### src/rtl/product_accumulator.sv
`default_nettype none
// ============================================================================
// Module      : product_accumulator
// Description : Sums blocks of signed products arriving over a valid/ready
//               handshake and presents each block sum, its product count and
//               a sticky signed-overflow flag over a second valid/ready
//               handshake. A block closes after BLK_LEN products or early on
//               flush (when it holds, or is receiving, at least one product).
//
// Ports       : clk        - single clock, rising edge
//               reset      - asynchronous, active-high reset
//               src_valid  - product available
//               src_ready  - accumulator can take a product (ACC state)
//               src_data   - signed product, PROD_W bits
//               flush      - close the current partial block
//               dest_valid - block result available (HOLD state)
//               dest_ready - consumer takes the result
//               dest_data  - signed block sum, ACC_W bits
//               dest_count - number of products in the sum
//               dest_ovf   - signed overflow occurred within the block
//
// Revision    : 1.0 - initial release
// ============================================================================
module product_accumulator #(
    parameter int PROD_W  = 32,
    parameter int ACC_W   = 40,
    parameter int BLK_LEN = 8,
    parameter int CNT_W   = $clog2(BLK_LEN + 1)
) (
    input  logic              clk,
    input  logic              reset,
    input  logic              src_valid,
    output logic              src_ready,
    input  logic [PROD_W-1:0] src_data,
    input  logic              flush,
    output logic              dest_valid,
    input  logic              dest_ready,
    output logic [ACC_W-1:0]  dest_data,
    output logic [CNT_W-1:0]  dest_count,
    output logic              dest_ovf
);

    // ------------------------------------------------------------------------
    // State encoding
    // ------------------------------------------------------------------------
    localparam logic [0:0] c_st_acc  = 1'b0;
    localparam logic [0:0] c_st_hold = 1'b1;

    // Count value at which the next accept completes a full block.
    localparam logic [CNT_W-1:0] c_last_cnt = CNT_W'(BLK_LEN - 1);

    logic [0:0]       r_state;
    logic [0:0]       w_state_next;

    logic [ACC_W-1:0] r_acc;
    logic [CNT_W-1:0] r_cnt;
    logic             r_ovf;

    logic [ACC_W-1:0] r_dest_data;
    logic [CNT_W-1:0] r_dest_count;
    logic             r_dest_ovf;

    logic             w_in_acc;
    logic             w_accept;
    logic [ACC_W-1:0] w_src_ext;
    logic [ACC_W-1:0] w_sum;
    logic             w_add_ovf;
    logic [ACC_W-1:0] w_acc_upd;
    logic [CNT_W-1:0] w_cnt_upd;
    logic             w_ovf_upd;
    logic             w_full_close;
    logic             w_flush_close;
    logic             w_close;

    // ------------------------------------------------------------------------
    // Datapath combinational logic
    // ------------------------------------------------------------------------
    assign w_in_acc  = (r_state == c_st_acc);
    assign w_accept  = src_valid && w_in_acc;

    // Sign-extend the product to the accumulator width; the add wraps
    // modulo 2^ACC_W.
    assign w_src_ext = ACC_W'($signed(src_data));
    assign w_sum     = r_acc + w_src_ext;

    // Signed overflow: operands share a sign but the result does not.
    assign w_add_ovf = (r_acc[ACC_W-1] == w_src_ext[ACC_W-1]) &&
                       (w_sum[ACC_W-1] != r_acc[ACC_W-1]);

    // Values the block would hold after this cycle's (optional) accept.
    assign w_acc_upd = w_accept ? w_sum : r_acc;
    assign w_cnt_upd = w_accept ? (r_cnt + CNT_W'(1)) : r_cnt;
    assign w_ovf_upd = r_ovf || (w_accept && w_add_ovf);

    // An empty block with no accept this cycle ignores flush.
    assign w_full_close  = w_accept && (r_cnt == c_last_cnt);
    assign w_flush_close = w_in_acc && flush && ((r_cnt != '0) || w_accept);
    assign w_close       = w_full_close || w_flush_close;

    // ------------------------------------------------------------------------
    // FSM: state register
    // ------------------------------------------------------------------------
    always_ff @(posedge clk or posedge reset) begin
        if (reset) begin
            r_state <= c_st_acc;
        end else begin
            r_state <= w_state_next;
        end
    end

    // ------------------------------------------------------------------------
    // FSM: next-state logic
    // ------------------------------------------------------------------------
    always_comb begin
        w_state_next = r_state;
        case (r_state)
            c_st_acc: begin
                if (w_close) begin
                    w_state_next = c_st_hold;
                end
            end
            c_st_hold: begin
                if (dest_ready) begin
                    w_state_next = c_st_acc;
                end
            end
            default: begin
                w_state_next = c_st_acc;
            end
        endcase
    end

    // ------------------------------------------------------------------------
    // FSM: outputs, decoded from the state only
    // ------------------------------------------------------------------------
    always_comb begin
        src_ready  = 1'b0;
        dest_valid = 1'b0;
        case (r_state)
            c_st_acc:  src_ready  = 1'b1;
            c_st_hold: dest_valid = 1'b1;
            default:   src_ready  = 1'b0;
        endcase
    end

    // ------------------------------------------------------------------------
    // Accumulator and result registers
    // ------------------------------------------------------------------------
    always_ff @(posedge clk or posedge reset) begin
        if (reset) begin
            r_acc        <= '0;
            r_cnt        <= '0;
            r_ovf        <= 1'b0;
            r_dest_data  <= '0;
            r_dest_count <= '0;
            r_dest_ovf   <= 1'b0;
        end else if (w_close) begin
            // Capture the finished block and start the next one empty.
            r_dest_data  <= w_acc_upd;
            r_dest_count <= w_cnt_upd;
            r_dest_ovf   <= w_ovf_upd;
            r_acc        <= '0;
            r_cnt        <= '0;
            r_ovf        <= 1'b0;
        end else if (w_accept) begin
            r_acc <= w_acc_upd;
            r_cnt <= w_cnt_upd;
            r_ovf <= w_ovf_upd;
        end
    end

    // Result registers only change on close, so they hold through HOLD.
    assign dest_data  = r_dest_data;
    assign dest_count = r_dest_count;
    assign dest_ovf   = r_dest_ovf;

endmodule
`default_nettype wire

### config.mk
export PLATFORM = sky130hd
export DESIGN_NAME = product_accumulator
export DESIGN_NICKNAME = d
export VERILOG_FILES = /design/src/rtl/product_accumulator.sv
export SDC_FILE = /design/constraint.sdc
export NUM_CORES = 1
export LEC_CHECK = 0
export CAP_MARGIN = 15
export CELL_PAD_IN_SITES_DETAIL_PLACEMENT = 0
export CELL_PAD_IN_SITES_GLOBAL_PLACEMENT = 1
export CORE_MARGIN = 1
export CORE_UTILIZATION = 35
export CTS_CLUSTER_DIAMETER = 50
export DETAILED_ROUTE_END_ITERATION = 10
export DONT_BUFFER_PORTS = 1
export PLACE_DENSITY = 0.61
export SYNTH_ARGS = -nofsm -noshare
export SYNTH_HDL_FRONTEND = slang
export SYNTH_SLANG_ARGS = --single-unit
### constraint.sdc
create_clock -name clk -period 7.6 [get_ports clk]
set_input_delay 0.76 -clock clk [delete_from_list [all_inputs] [get_ports clk]]
set_output_delay 0.76 -clock clk [all_outputs]
set_load 0.005 [all_outputs]
==> flow_summary.ini <==
[status]
status = complete, no violations

[sta]
setup_slack_ns = 4.25
finalSetupTns_ns = 0
clock_skew_ns = 0.00775
slew_headroom = 0.285
setup_viol = 0
fin_crit_sh = 0.441
slew_viol_final = 0
hold_viol_final = 0
grt_setup_unrepaired = false
fmax_mhz = 299
timing.final.crit_period_ns = 3.35
worstMarginPinSlew_ns = 1.07

[global_route]
busiest_layer = met2
track_usage = 0.177
grt_overflow = 0
grt_pass1_vias = 4428
antenna_found_initial = 0
use_met2 = 0.278
grt_util_met1 = 0.234
grt_util_met3 = 0.0462
grt_max_degree = 109
grt_pass1_wl_microns = 22800

[worst_setup_path]
r2r_setup_slack_ns = 4.27
timing.critical_path.from_type = input port
endpoint_kind = flop
critPathKind = input port to flop
reg2reg_depth = 13
cp_top_family = compound AO/OA/AOI/OAI gates
timing.critical_path.buf_inv = 1
reg2reg_from = r_acc[0]
cp_data_required_time_ns = 7.88
slowest_stage = a31oi_1
reg2reg_to = dest_data[36]
worstPathArrival_ns = 3.63
cpPeakStageDelay_ns = 0.46
critPathMaxFanout = 4
cp_cell_sequence = ha_1 > inv_1 > fa_1 > nor2b_1 > o2111ai_1 > a31oi_1 > o2111ai_1 > a31oi_1 > o22ai_1 > o21ai_1 > xor2_1 > nand2_1 > a31oi_1
critPathMostFrequentCell = a31oi_1
path_depth = 13

[placed_design]
io_buffers = 0
place_area_sq_um = 5860
dp_slack_ns = 3.90
hpwlAfterDp_microns = 9750
gp_congestion = 0.838

[cells_and_area]
diodes = 0
layout.nets = 712
design_area_sq_um = 6140
area_delta_synth_final_pct = 7.75
drive_gt1_frac = 0.0627
fillers = 1656
fin_util = 0.387

[floorplanning]
core-area_sq_um = 15900
initial_core_util = 0.359
fp-row-count = 46
die_area_sq_um = 16800
die_h_microns = 130
die_width_microns = 130
io_pins = 84

[drt]
final_antenna_net_count = 0
first_pass_iters = 4
wl_per_cell_microns = 16.2
drc = 0
drt_iter0_drc = 275
wirelength_microns = 13800
vias = 4387
routed_via_density = 5.14

[synth]
synth_cell_type_count = 56
synthCells = 655
synth-edff-count = 0
yosys_warnings = 0
synth_fp_nets = 734
syn_area_per_cell_sq_um = 8.70
synth_seq_cells = 91
yosysSeqAreaShare = 0.400
postSynth.asyncResetShare = 1.00
synthFlopType = dfrtp_1
syn-cell-area_sq_um = 5700

[clocking]
cts-resized-gates = 0
cts.sinks = 91
cts_root_buf = clkbuf_16
numCtsBuffers = 9
post-cts-setup-buffer-count = 0
clockBufferDepth = 2
cts_tree = built
htree_levels = 3
path_clk_slew_ns = 0.07
clk-insertion-delay-late_ns = 0.36
cts_hold_buf = 0

[pwr]
ir_drop_uv = 156
powerDensity_nw_per_um2 = 408
leakage_nw = 2.87

[run]
max_cap_viol_count = 0

[min_path]
min_path_type = input port to async pin
flip-flops by register name, summed over array words and instances (netlist names):
| register | cells |
|---|---|
| dest_data | 40 |
| r_acc | 40 |
| dest_count | 4 |
| r_cnt | 4 |
| dest_ovf | 1 |
| r_ovf | 1 |
| r_state | 1 |
worst max-delay path by stage:
| stage | to | start | slack, ns |
|---|---|---|---|
| finish | dest_data[36] | src_data[0] | 4.25 |
| global route | dest_data[36] | r_acc[0] | 3.87 |
| CTS | dest_data[36] | r_acc[0] | 4.25 |
| detailed placement | dest_data[36] | src_data[0] | 3.90 |
| global placement | dest_data[36] | src_data[0] | 3.96 |
| floorplan | dest_count[0] | reset | 4.48 |
cells in the final DEF, fill, tap and decap left out, types with 9 or more instances in the layout:
cell / n
a21oi_1: 97
nor3_1: 9
dfrtp_1: 91
clkbuf_16: 9
inv_1: 12
o21ai_0: 31
xnor2_1: 23
nor2_1: 110
mux2i_1: 9
a21o_1: 27
nand2_1: 53
ha_1: 41
xor2_1: 15
metal layers:
layer | vias to the layer above | share of wire
met2 | 65 | 0.45
met5 | - | 0
met4 | 0 | 0.014
met1 | 2050 | 0.48
li1 | 2259 | -
met3 | 13 | 0.049
synth_stat cells, types with 5 or more instances:
| cell | number | share of area |
|---|---|---|
| and2_1 | 8 | 0.0088 |
| ha_1 | 41 | 0.090 |
| xnor2_1 | 23 | 0.035 |
| a31oi_1 | 6 | 0.0066 |
| a21o_1 | 27 | 0.036 |
| a211oi_1 | 6 | 0.0079 |
| nand3_1 | 8 | 0.0070 |
| buf_2 | 5 | 0.0044 |
| nand4_1 | 7 | 0.0077 |
| nor2_1 | 110 | 0.072 |
| nand2_1 | 54 | 0.036 |
| dfrtp_1 | 91 | 0.40 |
| clkbuf_1 | 25 | 0.016 |
| inv_1 | 13 | 0.0086 |
| xor2_1 | 15 | 0.023 |
| mux2i_1 | 9 | 0.016 |
| and3_1 | 5 | 0.0055 |
| o21ai_0 | 31 | 0.027 |
| o21ai_1 | 6 | 0.0053 |
| nor2b_1 | 5 | 0.0055 |
| nor3_1 | 9 | 0.0079 |
| nand2b_1 | 6 | 0.0066 |
| a21oi_1 | 97 | 0.085 |
cells by family after synthesis:
group / synth area share
muxes: 0.0198
and+or+nand+nor: 0.173
buffers and inverters: 0.0358
adders and majority gates: 0.0935
xor gates and xnor gates: 0.0584
AOI/OAI and AO/OA: 0.220
DFF: 0.400
stage by stage:
step / hold slack [ns] / power, mW / cells
6_report: 0.316 / 2.51 / 854
5_1_grt: 0.364 / 2.75 / 854
4_1_cts: 0.342 / 2.54 / 854
3_5_place_dp: 0.487 / 2.09 / 838
3_3_place_gp: 0.479 / 2.08 / 838
2_1_floorplan: 0.459 / 1.83 / 655
report_power, final:
part	switching (mW)	internal, mW	total, mW
clock network	0.209	0.224	0.433
logic	0.741	0.485	1.23
registers	0.150	0.697	0.847
total	1.10	1.41	2.51
area by class of cell:
| class | count | area [sq um] | area share |
|---|---|---|---|
| multi-input combinational | 514 | 3230 | 0.527 |
| clock inverter | 7 | 52.6 | 0.00856 |
| timing repair buffer | 4 | 30.0 | 0.00489 |
| tap | 216 | 270 | 0.0440 |
| clock buffer | 9 | 225 | 0.0367 |
| inverter | 13 | 51.3 | 0.00836 |
| sequential | 91 | 2280 | 0.371 |
Power figures use the tool's default switching activity.
==> patch, RTL diff (same flow settings) <==
Reset style: synchronous (`reset`), changed in 2 clocked blocks. Comments in the files are not updated.
--- a/src/rtl/product_accumulator.sv
+++ b/src/rtl/product_accumulator.sv
@@ -100,7 +100,7 @@
     // ------------------------------------------------------------------------
     // FSM: state register
     // ------------------------------------------------------------------------
-    always_ff @(posedge clk or posedge reset) begin
+    always_ff @(posedge clk) begin
         if (reset) begin
             r_state <= c_st_acc;
         end else begin
@@ -146,7 +146,7 @@
     // ------------------------------------------------------------------------
     // Accumulator and result registers
     // ------------------------------------------------------------------------
-    always_ff @(posedge clk or posedge reset) begin
+    always_ff @(posedge clk) begin
         if (reset) begin
             r_acc        <= '0;
             r_cnt        <= '0;
Formal check against the unedited RTL: differs if reset is asserted again (counterexample within 4 cycles, from zero or initial values and one cycle with reset high); with reset held inactive, the same outputs for 4 cycles.
==> patch against the original RTL <==
Wire length is 5.6% higher. Register-to-register slack barely moved. Die area fell by 3.4%. Sequential cell count is the same. Worst setup slack improved by 0.017 ns. Cell area is 1.9% lower. Area after synthesis is 3.4% lower. Critical path type is now reg2reg. Largest cell class unchanged.
Power is not compared: it rests on default switching activity, and its combinational part moved more than twofold at a synthesized area within 25%.
==> patch: results (changes against the original RTL) <==
crit path max fanout=28 (+24); Post-Syn Nets=767 (+4.5%); first-pass GRT wire length=24100 µm (+5.9%); Final GP Congestion=0.872 (+4.0%); nets@finish=744 (+4.5%); run status=finished, final reports clean; DR pass1 iterations=4 (unchanged); CP top delay family=simple AND/OR/NAND/NOR gates; Worst Setup EP=r_acc[37]; worst r2r path cells=9 (-4); number of global-route vias before repair=4643 (+4.9%); Post-Synth XOR/XNOR Area=5.73% (-0.11 points); layout cells sized above 1=5.52% (-0.75 points); largest net degree at the start of global routing=51 (-53%); setup slack, reg-to-reg=4.27 ns (about the same); M2 GR Usage=30.4% (+2.6 points); YS warnings=0 (unchanged); WL final=14600 µm (+5.6%); deepest clock path buffer count=2 (unchanged); slowest stage delay, CP=0.51 ns (+0.05 ns); post-synthesis mux area share=2.73% (+0.75 points); DP Cell Count=865 (+3.2%); dpl cell area=0.00567 mm² (-3.3%); Hold Crit Class=reg2reg; Adder-Cell Fraction of Synth Area=9.69% (+0.33 points); sequential fraction of the synthesis area=33.1% (-6.9 points); critical path arrival=3.62 ns (about the same); Switching Fraction=between 30% and 40%; Routed WL per cell=16.5 µm (+2.4%); Worst-path clk slew=0.07 ns (about the same); worst setup path start=r_cnt[0]; initial drt markers=230 (-16%); Area contributors post-synth=dfxtp_1 (33%), ha_1 (9.3%), nor2_1 (8.7%); Synth cell types=53 (-5.4%); Clock Latency Late Sink=around 0.35 ns; Avg Synthesized Cell Area=8.00 µm² (-8.1%); met1 usage=24.5% (+1.2 points); grt met3 use=3.89% (-0.73 points); final core occ=39.5% (+0.82 points); Async S/R FF share, synth=0% (-100 points); Num CTS Buffers=9 (unchanged); Compound-Gate Fraction of Synth Area=26.9% (+4.9 points); postcts setup bufs=0 (unchanged); ANT cells=0 (unchanged); slowest cell on the critical path=nand2b_1; top cells by count, synth=nor2_1 (127), dfxtp_1 (91), a21oi_1 (78); CTS Root Cell=clkbuf_16; clock skew=0.00727 ns (-0.000483 ns); # H-tree levels=3 (unchanged); Via density=5.50 (+7.1%); Top FF cell, synth=dfxtp_1; hpwl dp=10400 µm (+7.0%); maximum VDD drop=roughly 110 µV; GRT Total Usage=18.8% (+1.1 points); Worst slew margin=35.5% (+7.0 points); initial antenna violation count=0 (unchanged)
## patch: worst reg2reg max path, delay by kind of cell, from the launching register on
family / cells / cell delay [ns]
simple gates: 5 / 1.81
buf+inv: 2 / 0.51
compound gates: 1 / 0.48
flops: 1 / 0.35
fa+ha+maj: 1 / 0.13
## patch: how the worst min path moves through the flow
stage | start | cells after the start | to
floorplan | r_ovf | 2 | r_ovf
global placement | r_ovf | 2 | r_ovf
detailed placement | r_ovf | 2 | r_ovf
CTS | reset | 1 | dest_data[0]
global route | reset | 1 | dest_data[0]
finish | r_ovf | 2 | r_ovf
## patch: area by class of cell
| cell class | count | area [µm²] |
|---|---|---|
| clock inverters | 6 | 113 |
| well taps | 211 | 264 |
| clock buffers | 10 | 239 |
| repair buffers | 4 | 30.0 |
| multi-input cells | 546 | 3510 |
| flip-flops and latches | 91 | 1820 |
| fillers | 1603 | 9240 |
| inverters | 13 | 48.8 |
## patch: layer usage
layer,vias up,wire [µm]
li1,2450,-
met1,2267,7000
met2,109,6500
met3,20,775
met4,0,303
met5,-,0
## patch: logic make-up (layout without fill, tap and decap cells)
group,after synthesis,in the layout
mux,15,15
simple gates,231,231
fa+ha+maj,42,42
flops,91,91
compound gates,222,222
buf+inv,51,33
xor+xnor,36,36
## patch: metrics by stage
| step | hold WS [ns] | setup slack (ns) |
|---|---|---|
| 2_1_floorplan | 0.432 | 4.57 |
| 3_3_place_gp | 0.444 | 4.02 |
| 3_5_place_dp | 0.456 | 3.96 |
| 4_1_cts | 0.459 | 4.19 |
| 5_1_grt | 0.459 | 3.93 |
| 6_report | 0.457 | 4.27 |
## patch: power groups by stage
| stage | combinational, mW | clock [mW] | sequential (mW) |
|---|---|---|---|
| 2_1_floorplan | 0.307 | 0 | 0.558 |
| 5_1_grt | 0.427 | 0.567 | 0.563 |
| 3_5_place_dp | 0.375 | 0 | 0.568 |
| 4_1_cts | 0.378 | 0.550 | 0.557 |
| 6_report | 0.376 | 0.530 | 0.557 |
| 3_3_place_gp | 0.373 | 0 | 0.567 |
